### config.mk
export PLATFORM = sky130hd
export DESIGN_NAME = register_file
export DESIGN_NICKNAME = d
export VERILOG_FILES = /design/src/rtl/register_file.sv
export SDC_FILE = /design/constraint.sdc
export NUM_CORES = 1
export LEC_CHECK = 0
export BUFFER_PORTS_ARGS = -buffer_cell sky130_fd_sc_hd__buf_2
export CAP_MARGIN = 40
export CORE_ASPECT_RATIO = 1.5
export CORE_MARGIN = 1
export CORE_UTILIZATION = 50
export DETAILED_ROUTE_END_ITERATION = 12
export PLACE_DENSITY = 0.66
export SLEW_MARGIN = 10
export SYNTH_ARGS = -nofsm -noshare
export SYNTH_HDL_FRONTEND = slang
export SYNTH_SLANG_ARGS = --single-unit
### constraint.sdc
create_clock -name clk -period 1.36 [get_ports clk]
set_input_delay 0 -clock clk [delete_from_list [all_inputs] [get_ports clk]]
set_output_delay 0 -clock clk [all_outputs]
set_load 0.01 [all_outputs]
### src/rtl/register_file.sv
// DEPTH x DATA_W register file with a shared address, a registered read port and a write port.
// Reset clears only the read register; the storage array keeps its contents.
module register_file #(
  parameter int unsigned DATA_W = 16,
  parameter int unsigned ADDR_W = 3,
  parameter int unsigned DEPTH  = 2 ** ADDR_W
) (
  input  logic              clk,
  input  logic              rst,
  input  logic [ADDR_W-1:0] ADDr,
  input  logic              wr_en,
  input  logic              rd_en,
  input  logic [DATA_W-1:0] wr_DATA,
  output logic [DATA_W-1:0] rd_DATA
);

  logic [DATA_W-1:0] mem [DEPTH];

  // Storage has no reset so preloaded contents survive. Writes are gated by rst,
  // so nothing is written while the block is held in reset.
  always_ff @(posedge clk) begin
    if (rst && wr_en) begin
      mem[ADDr] <= wr_DATA;
    end
  end

  // Non-blocking update of mem gives read-before-write at the same address.
  always_ff @(posedge clk or negedge rst) begin
    if (!rst) begin
      rd_DATA <= '0;
    end else if (rd_en) begin
      rd_DATA <= mem[ADDr];
    end
  end

endmodule

==> results.cfg <==
[synthesis]
ys.flop_type = edfxtp_1
synth_top_area_share_pct = 69.4
synth-xor-area-share_pct = 0
synth_top_family_by_area = multiplexers
syn-instance-count = 307
synth_area_um2 = 5540
synthTopCellsByCount = edfxtp_1 (128), mux2i_1 (64), o22a_1 (32), nor2_1 (22)
yosys-mux-area-fraction_pct = 11.6
synthArstFlopShare_pct = 11.1
synth.net_count = 330
synth_edf_count = 128
synth.distinct_cells = 19
synthAdderAreaFrac_pct = 0
synth.area.top_cells = edfxtp_1 (69%), mux2i_1 (12%), dfrtp_1 (7.2%), o22a_1 (5.1%), a31oi_1 (1.8%)
ys_ff_latch = 144
yosys.area_share.simple_pct = 2.62
syn_avg_cell_area_um2 = 18.0
yosysTopAreaCell = edfxtp_1
synth_compound_area_share_pct = 6.87
yosysWarnings = 0
ys_seq_area_share_pct = 76.6
synth.most_common_cell = edfxtp_1

[sta]
tightestPinTransition_ns = 0.390
slew_headroom_pct = 74.0
slew_violations = 0
finalSetupViolCount = 0
rsz0062_at_grt = no
max_freq_mhz = 806
totalNegativeSetupSlack_ns = 0
finalCriticalPeriod_ns = 1.24
hold_viol_final = 0
worst_slack_ns = 0.120
fin_crit_sh_pct = 91.2
fin_worst_skew_ns = 0.00467

[place]
dp_cells = 494
io_buffers = 38
place_congestion = 0.791
dp_hpwl_um = 6680
place_ws_ns = 0.222

[drt]
route.detailed.drc = 0
antenna_left = 0
viasPerCell = 5.40
vias = 2929
wl_per_cell_um = 19.8
firstDrtPassIters = 4
drt_iter0_drc = 130
drt_wl_total_um = 10700

[power]
power_mw = 10.1
clkPwrFrac_pct = 44.1
leakage_nw = 2.49
p_int_mw = 8.07
sw_frac_of_total_pct = 20.0
p_switching_mw = 2.02
powerDensity_nw_per_um2 = 1480
pwr-share-comb_pct = 6.3
vdd_ir_drop_max_mv = 1.10
seq_power_share_pct = 49.6

[setup_path]
reg2reg_depth = 3
end_kind = flop
crit_fanout = 9
crit_type = in2reg
critPathCapture = mem[4][11]
worstPathArrival_ns = 1.35
crit_path_top_delay_cell = dlygate4sd3_1
crit_path_cell_trace = dlygate4sd3_1 -> buf_2 -> nand3_1 -> nor3_2 -> buf_4
cpPeakStageDelay_ns = 0.52
crit_start = rst
cp-start-kind = primary input
cp.required_ns = 1.47
worstReg2RegStart = mem[3][6]
rrSetupSlack_ns = 0.39
r2r-end = rd_DATA[6]

[finish]
drive_gt1_share_pct = 23.1
fillCellCount = 762
syn_to_final_growth_pct = 22.7
fin_nets = 409
post_layout_nonfiller_instances = 542
diodes = 0

[die]
initial_utilization_pct = 52.0
dieArea_um2 = 11500
fp-row-count = 46
die_x_um = 87.9
io_pins = 39
die_h_um = 131
coreArea_um2 = 10600

[cts]
clk_path_buf_depth = 2
path_clk_slew_ns = 0.05
cts-root-buf = clkbuf_16
cts_made_buffers = 17
cts_resized = 0
cts_sinks = 144
htreeDepth = 4
insertion_delay_ns = 0.41
cts_tree = built

[grt]
gr-usage-all-layers_pct = 20.9
overflow = 0
grt_pass1_vias = 3019
antenna_found_initial = 0
grt_start_max_net_pins = 33
grt_pass1_wl_um = 16200

[outcome]
status = finished clean

[job]
drv_cap = 0

[worst_hold_path]
holdCritPathClass = in2reg
==> worst min path at each step <==
stage | to | slack (ns) | start | cells past startpoint
after floorplan | rd_DATA[0] | -0.30 | rst | 0
after global placement | rd_DATA[0] | 0.04 | rst | 2
after detailed placement | rd_DATA[0] | 0.05 | rst | 2
after CTS | rd_DATA[8] | 0.03 | rd_en | 2
after global routing | rd_DATA[13] | 0.05 | rd_en | 2
final | rd_DATA[9] | 0.04 | rd_en | 2
==> cell usage in the layout, fill, tap and decap left out <==
| cell | synthesis | routed |
|---|---|---|
| a31oi_1 | 16 | 16 |
| o22a_1 | 32 | 32 |
| buf_4 | 4 | 18 |
| buf_2 | 5 | 37 |
| bufinv_16 | 0 | 3 |
| nor3_2 | 0 | 2 |
| nor2_2 | 0 | 1 |
| nand3_1 | 1 | 1 |
| dfrtp_1 | 16 | 16 |
| nand2_1 | 2 | 2 |
| nand3b_1 | 1 | 1 |
| nor2_4 | 0 | 1 |
| or2_1 | 1 | 1 |
| clkbuf_1 | 4 | 1 |
| clkbuf_16 | 0 | 17 |
| edfxtp_1 | 128 | 128 |
| clkinvlp_4 | 0 | 4 |
| buf_12 | 0 | 6 |
| nand2b_1 | 3 | 3 |
| mux2i_1 | 64 | 64 |
| dlygate4sd3_1 | 0 | 17 |
| nor2_1 | 22 | 20 |
| or2b_1 | 1 | 1 |
| clkinv_1 | 0 | 3 |
| clkinv_2 | 0 | 3 |
==> flip-flops by register name, indices dropped and copies added, names as in the netlist <==
signal   flops
rd_DATA     16
mem        128
==> stage by stage <==
stage               instance area (um2)  utilization, %  hold slack [ns]
floorplan                          5560               -           -0.296
global placement                   6050            56.8           0.0443
detailed placement                 6050            56.8           0.0539
CTS                                6800            63.8           0.0263
global route                       6800            63.8           0.0509
finish                             6800            63.8           0.0432
==> layout make-up <==
type / instances / area, um2 / area share, %
sequential: 144 / 4240 / 62.4
multi-input combinational: 145 / 1190 / 17.5
timing repair buffer: 78 / 611 / 8.98
clock buffer: 18 / 429 / 6.31
tap: 144 / 180 / 2.65
clock inverter: 13 / 146 / 2.15
==> cell families (layout without fill, tap and decap cells) <==
kind of cell | count (synthesis) | in the layout
buf+inv | 18 | 109
compound gates | 48 | 48
mux | 64 | 64
simple gates | 33 | 33
flops | 144 | 144
==> timing repair <==
action | 4_1_cts | 5_1_grt
setup buffers | 0 | 0
endpoints found under the hold margin | 144 | 0
hold buffers | 17 | 0
endpoints found under the setup margin | 0 | 0
==> layer usage <==
layer | track usage, % | vias to the layer above | share of wire (%)
met5 | 0 | - | 0
met4 | 10.1 | 0 | 2.3
met3 | 6.22 | 17 | 2.7
met2 | 37.1 | 62 | 56
met1 | 22.4 | 1475 | 39
li1 | - | 1375 | -
==> worst max-delay path: cells and delay by family <==
kind	cells	cell delay [ns]
and+or+nand+nor	2	0.43
buffers and inverters	3	0.91
==> power groups by stage <==
| stage | logic [mW] | clock network (mW) | registers, mW |
|---|---|---|---|
| after CTS | 0.642 | 4.53 | 5.01 |
| after global routing | 0.689 | 4.73 | 5.02 |
| after floorplan | 0.312 | 0 | 5.12 |
| final | 0.631 | 4.46 | 5.01 |
| after detailed placement | 0.600 | 0 | 5.09 |
| after global placement | 0.591 | 0 | 5.09 |
Note: power is estimated with default switching activity, not from simulation.
